File: src/rtl/bist_session_scheduler.sv
// Purpose : sequences a multi-session BIST run (load seed/poly, step patterns, settle, check signature).
// Latency : load rises the cycle after a start edge is sampled; bist_end follows N_SESSIONS*(N_PATTERNS+SETTLE_CYC+2) cycles later.
// Backpressure: none; the datapath is slaved to load/run/capture, and start edges outside IDLE/DONE are dropped.
//
// Ports:
//   clk, rst          rising-edge clock, asynchronous active-high reset
//   start             run request, rising edge only
//   sig_in, exp_sig   MISR signature and expected signature for the current session
//   session           current session index
//   load/run/capture  datapath controls: seed load strobe, pattern step enable, compare strobe
//   busy, bist_end    sequence active / sequence complete (level)
//   pass, fail_mask   overall result and per-session mismatch bits, meaningful while bist_end
module bist_session_scheduler #(
    parameter int N_SESSIONS = 4,
    parameter int N_PATTERNS = 1000,
    parameter int CNT_W      = 10,
    parameter int SIG_W      = 16,
    parameter int SETTLE_CYC = 2,
    localparam int SESS_W    = (N_SESSIONS > 1) ? $clog2(N_SESSIONS) : 1,
    localparam int SET_W     = (SETTLE_CYC > 1) ? $clog2(SETTLE_CYC) : 1
) (
    input  logic                  clk,
    input  logic                  rst,
    input  logic                  start,
    input  logic [SIG_W-1:0]      sig_in,
    input  logic [SIG_W-1:0]      exp_sig,
    output logic [SESS_W-1:0]     session,
    output logic                  load,
    output logic                  run,
    output logic                  capture,
    output logic                  busy,
    output logic                  bist_end,
    output logic                  pass,
    output logic [N_SESSIONS-1:0] fail_mask
);

    typedef enum logic [2:0] {
        S_IDLE   = 3'd0,
        S_LOAD   = 3'd1,
        S_RUN    = 3'd2,
        S_SETTLE = 3'd3,
        S_CHECK  = 3'd4,
        S_DONE   = 3'd5
    } state_t;

    localparam logic [CNT_W-1:0]  PAT_LAST  = CNT_W'(N_PATTERNS - 1);
    localparam logic [SET_W-1:0]  SET_LAST  = SET_W'(SETTLE_CYC - 1);
    localparam logic [SESS_W-1:0] SESS_LAST = SESS_W'(N_SESSIONS - 1);

    state_t                  state, state_nxt;
    logic                    start_q;
    logic                    start_edge;
    logic [CNT_W-1:0]        cnt, cnt_nxt;
    logic [SET_W-1:0]        scnt, scnt_nxt;
    logic [SESS_W-1:0]       sess_nxt;
    logic [N_SESSIONS-1:0]   mask_nxt;

    assign start_edge = start & ~start_q;

    // State and bookkeeping registers.
    always_ff @(posedge clk or posedge rst) begin
        if (rst) begin
            state     <= S_IDLE;
            start_q   <= 1'b0;
            cnt       <= '0;
            scnt      <= '0;
            session   <= '0;
            fail_mask <= '0;
        end else begin
            state     <= state_nxt;
            start_q   <= start;
            cnt       <= cnt_nxt;
            scnt      <= scnt_nxt;
            session   <= sess_nxt;
            fail_mask <= mask_nxt;
        end
    end

    // Next-state logic.
    always_comb begin
        state_nxt = state;
        cnt_nxt   = cnt;
        scnt_nxt  = scnt;
        sess_nxt  = session;
        mask_nxt  = fail_mask;
        case (state)
            S_IDLE, S_DONE: begin
                if (start_edge) begin
                    state_nxt = S_LOAD;
                    sess_nxt  = '0;
                    mask_nxt  = '0;
                end
            end
            S_LOAD: begin
                state_nxt = S_RUN;
                cnt_nxt   = '0;
            end
            S_RUN: begin
                // Terminal count is compared explicitly so the counter never relies on wrap.
                if (cnt == PAT_LAST) begin
                    state_nxt = S_SETTLE;
                    scnt_nxt  = '0;
                end else begin
                    cnt_nxt = cnt + 1'b1;
                end
            end
            S_SETTLE: begin
                if (scnt == SET_LAST) begin
                    state_nxt = S_CHECK;
                end else begin
                    scnt_nxt = scnt + 1'b1;
                end
            end
            S_CHECK: begin
                if (sig_in != exp_sig) begin
                    mask_nxt[session] = 1'b1;
                end
                if (session == SESS_LAST) begin
                    state_nxt = S_DONE;
                end else begin
                    state_nxt = S_LOAD;
                    sess_nxt  = session + 1'b1;
                end
            end
            default: begin
                state_nxt = S_IDLE;
            end
        endcase
    end

    // Outputs are decoded from the next state and registered, so they track the
    // state register exactly and carry no combinational path from the inputs.
    always_ff @(posedge clk or posedge rst) begin
        if (rst) begin
            load     <= 1'b0;
            run      <= 1'b0;
            capture  <= 1'b0;
            busy     <= 1'b0;
            bist_end <= 1'b0;
            pass     <= 1'b0;
        end else begin
            load     <= (state_nxt == S_LOAD);
            run      <= (state_nxt == S_RUN);
            capture  <= (state_nxt == S_CHECK);
            busy     <= (state_nxt == S_LOAD) || (state_nxt == S_RUN) ||
                        (state_nxt == S_SETTLE) || (state_nxt == S_CHECK);
            bist_end <= (state_nxt == S_DONE);
            pass     <= (state_nxt == S_DONE) && ~|mask_nxt;
        end
    end

endmodule

File: config.mk
export PLATFORM = sky130hd
export DESIGN_NAME = bist_session_scheduler
export DESIGN_NICKNAME = d
export VERILOG_FILES = /design/src/rtl/bist_session_scheduler.sv
export SDC_FILE = /design/constraint.sdc
export NUM_CORES = 1
export LEC_CHECK = 0
export CORE_ASPECT_RATIO = 1.25
export CORE_MARGIN = 8
export CORE_UTILIZATION = 27
export CTS_CLUSTER_DIAMETER = 60
export CTS_CLUSTER_SIZE = 30
export DETAILED_ROUTE_END_ITERATION = 8
export PLACE_DENSITY = 0.51
export SLEW_MARGIN = 20
export SYNTH_ARGS = -nofsm -noshare
export SYNTH_HDL_FRONTEND = slang
export SYNTH_SLANG_ARGS = --single-unit
File: constraint.sdc
create_clock -name clk -period 2.5 [get_ports clk]
set_input_delay 0.5 -clock clk [delete_from_list [all_inputs] [get_ports clk]]
set_output_delay 0.5 -clock clk [all_outputs]
set_load 0.01 [all_outputs]
; Word level (Yosys, flattened, before mapping)
; Index checks and enable logic that the tools add are counted.
[totals]
output_inout_bits = 12
input_bits = 35
register_bits = 27
elab_cells = 70
[classes]
reduce_logical = 15
addsub = 3
bitwise_logic = 3
muxes = 18
magnitude_cmp = 2
n_eq_ne = 17
[op_table]
columns = operator, count
row1 = case mux 10 bit (2 select lines), 1
row2 = != test 16 bit, 1
row3 = case mux 3 bit (5 select lines), 1
row4 = "== test 3 x 2 -> 1 bit, second input constant", 4
row5 = "== test 3 bit, second input constant", 4
row6 = two-way mux 3 bit, 4
row7 = "adder 10 x 1 -> 10 bit, second input constant", 1
row8 = "== test 10 bit, second input constant", 1
row9 = two-way mux 10 bit, 1
row10 = two-way mux 4 bit, 2
row11 = "!= test 2 bit, second input constant", 4
row12 = case mux 4 bit (2 select lines), 1
row13 = "== test 3 x 1 -> 1 bit, second input constant", 2
row14 = nonzero test 2 bit, 3
row15 = two-way mux 2 bit, 2
row16 = OR 4 bit, 1
row17 = case mux 2 bit (2 select lines), 1
row18 = AND reduction 2 bit, 2
row19 = OR reduction 4 bit, 1
row20 = logical NOT 3 bit, 1
row21 = logical OR 1 bit, 3
row22 = "< comparator 2 x 3 -> 1 bit, second input constant", 1
row23 = two-way mux 1 bit, 3
row24 = AND reduction 3 bit, 1
row25 = other kinds (11), 12

; Depth between registers and ports, before layout
[logic_depth]
ltp_word = 10
depth_mapped = 5
mapped_depth_nobuf = 5

; Worst setup path before layout
; No wires, ideal clock.
[synth_path]
path_type = register to register
startpoint = reg state[2]
endpoint = reg cnt[3]
n_path_buf = 1
stages_incl_launch_ff = 5
t_required_ps = 2422
synth_period_minus_slack_ps = 1564
t_arrival_ps = 1487
setup_time_ps = 78
setup_slack_ps = 936
cell_sequence = dfrtp_1 or3b_1 buf_2 or4_1 a21oi_1
[synth_between]
elab_chain_len = 3
elab_cells_between_ends = 6
classes_between = 3 x eq/ne / 1 x mux / 2 x reduce/logical
[synth_lines]
columns = item, line_no
row1 = start: declaration, 50  ; state_t state, state_nxt;
row2 = start signal: assignment, 70  ; state <= state_nxt;
row3 = == test 3 x 2 -> 1 bit or == test 3 x 1 -> 1 bit (tied branches), 86  ; case (state)
row4 = != test 2 bit (no line) or nonzero test 2 bit (tied branches), -
row5 = AND reduction 2 bit (no line), -
row6 = end signal: assignment, 72  ; cnt <= cnt_nxt;
row7 = end: declaration, 53  ; logic [CNT_W-1:0] cnt, cnt_nxt;
; Parallel ways exist; a longest one is shown, timed or not.
; A chain may end at the register's enable or synchronous reset.

; Final worst setup path
[layout_path]
startpoint = reg state[0]
endpoint = reg cnt[7]
; Same word-level chain as after synthesis.

==> impl_metrics.py <==
metrics = {
    "status": {
        "status": "finished clean",
    },
    "critical_path": {
        "cp.arrival_ps": 2010,
        "critPathLaunchType": "flip-flop",
        "path_max_fanout": 14,
        "r2r_slack_ps": 630,
        "endpoint_kind": "flip-flop",
        "cp.required_ps": 2640,
        "critPathKind": "flip-flop to flip-flop",
    },
    "clock_network": {
        "postCtsSetupBuffers": 0,
        "root_buffer": "clkbuf_8",
        "cts.sinks": 27,
        "clock_path_buffers": 2,
        "clock_latency_ps": 270,
        "cts.clk_slew.worst_paths_ps": 90,
        "cts.repair.resized": 0,
        "cts_hold_buf": 0,
        "numCtsBuffers": 3,
        "cts_max_level": 1,
        "cts_tree": "built",
    },
    "sta": {
        "rsz0062_at_grt": "no",
        "setup_viol": 0,
        "tightest_slew_ps": 553,
        "min_period_ps": 1870,
        "hold_violations": 0,
        "hold_ws_ps": 481,
        "fmax_mhz": 535,
        "worst_slack_ps": 631,
        "slew_viol_final": 0,
        "period_share": 0.748,
        "fin_skew_ps": 3.48,
        "slew_headroom": 0.628,
        "tns_ps": 0,
    },
    "grt": {
        "grt_most_used_layer": "met2",
        "grt_max_degree": 20,
        "met3_usage": 0.0419,
        "antenna_found_initial": 0,
        "grtUsageMet2": 0.147,
        "grt_pass1_wl_mm": 6.17,
        "grt.overflow.total": 0,
        "grt_use_total": 0.0942,
        "use_met1": 0.114,
        "grt_pass1_vias": 1325,
    },
    "placed_design": {
        "io_buffers": 46,
        "hpwl_mm": 2.95,
        "place_ws_ps": 525,
        "dp.cells": 267,
        "place_congestion": 0.731,
        "postPlaceCellArea_mm2": 0.00204,
    },
    "power": {
        "peakVddDrop_v": 0.000328,
        "power_density_mw_per_mm2": 709,
        "p_leak_uw": 0.000825,
    },
    "die": {
        "coreArea_mm2": 0.00537,
        "fp-row-count": 30,
        "ios": 47,
        "die_area_mm2": 0.00815,
        "die_h_um": 99.0,
        "die_x_um": 82.4,
        "initial_core_util": 0.277,
    },
    "synth": {
        "yosysWarnings": 0,
        "yosysUniqueCellTypes": 33,
        "syn-cell-area_mm2": 0.00149,
        "synth.most_common_cell": "dfrtp_1",
        "synth.top_cell.area_share": 0.455,
        "synth-seq-area-share": 0.455,
        "synth_edf_count": 0,
        "synth_seq_cells": 27,
        "yosys_most_used_dff": "dfrtp_1",
        "syn-num-nets": 197,
        "yosys-top-cells-count": "27 x dfrtp_1, 22 x xnor2_1, 16 x nand2_1",
        "yosys-top-cells-area": "dfrtp_1 45%, xnor2_1 13%, ha_1 4.2%",
        "synth_top_cell_by_area": "dfrtp_1",
        "netlist_instances": 157,
        "syn_avg_cell_area_um2": 9.47,
        "async_flop_share": 1.00,
    },
    "detailed_routing": {
        "wl_per_cell_um": 13.1,
        "drc": 0,
        "vias": 1315,
        "routed_via_density": 4.85,
        "drt_iter0_drc": 48,
        "wl_mm": 3.55,
        "drt_pass1_iterations": 4,
        "detail-route-antenna-nets": 0,
    },
    "final_layout": {
        "fin_cells": 271,
        "drive_above_1_share": 0.0338,
        "syn_to_final_growth_pct": 40.3,
        "antenna_cells": 0,
        "nets": 248,
        "postLayoutCellArea_mm2": 0.00209,
        "fillers": 539,
    },
    "worst_hold_path": {
        "min_path_type": "input port to async pin",
    },
    "job": {
        "drv_cap": 0,
    },
}
layout make-up:
cell class / count / area, µm² / share of cell area
repair buffers: 50 / 490 / 0.235
inverters: 6 / 22.5 / 0.0108
clock buffers: 4 / 45.0 / 0.0216
multi-input cells: 120 / 772 / 0.370
flip-flops and latches: 27 / 676 / 0.324
well taps: 64 / 80.1 / 0.0384
metrics by stage:
step / util / total power, µW
after global routing: 0.389 / 1610
after floorplan: - / 1000
after CTS: 0.389 / 1500
after detailed placement: 0.380 / 1250
after global placement: 0.380 / 1260
final: 0.389 / 1480
cell families (layout without fill, tap and decap cells):
logic type	after synthesis	count (layout)	share of synthesized area
buf+inv	10	60	0.0261
mux	3	3	0.0202
fa+ha+maj	5	5	0.0421
flops	27	27	0.455
simple gates	64	64	0.220
compound gates	25	25	0.102
xor+xnor	23	23	0.136
power breakdown:
part | internal (µW) | switching [µW]
Combinational | 299 | 311
Sequential | 537 | 89.0
Clock | 114 | 129
critical path, cell delays in order, from the launching register on:
cell and delay, ps:
dfrtp_1 540, or3b_1 570, nor4_1 410, xnor2_1 170, nor2_1 50
registers in the layout (all words and copies together) (netlist names):
name	flops
busy	1
bist_end	1
run	1
session	2
fail_mask	4
start_q	1
load	1
capture	1
state	3
pass	1
cnt	10
scnt	1
path summary, 6_finish.rpt:
check                                   from           end  cells past startpoint
worst max-delay path                state[0]        cnt[7]                      4
worst min-delay path                     rst        cnt[3]                      2
worst max register to register      state[0]        cnt[7]                      4
worst min register to register  fail_mask[2]  fail_mask[2]                      2
max in group asynchronous                rst        cnt[2]                      3
min in group clk                fail_mask[2]  fail_mask[2]                      2
routing by layer:
metal  vias up  part of all wire
met1       615              0.42
li1        647                 -
met5         -                 0
met4         0            0.0039
met3         2             0.090
met2        51              0.48
placed cells by master (no fill, tap or decap), drive strengths merged, types with 5 or more instances in the layout:
cell type and n:
nand4 5, o21ai 9, inv 6, nand2 16
clkdlybuf4s50 46, a21oi 8, xnor2 22, nor2 14
nand3 5, ha 5, nor4 6, dfrtp 27
Note: power is estimated with default switching activity, not from simulation.
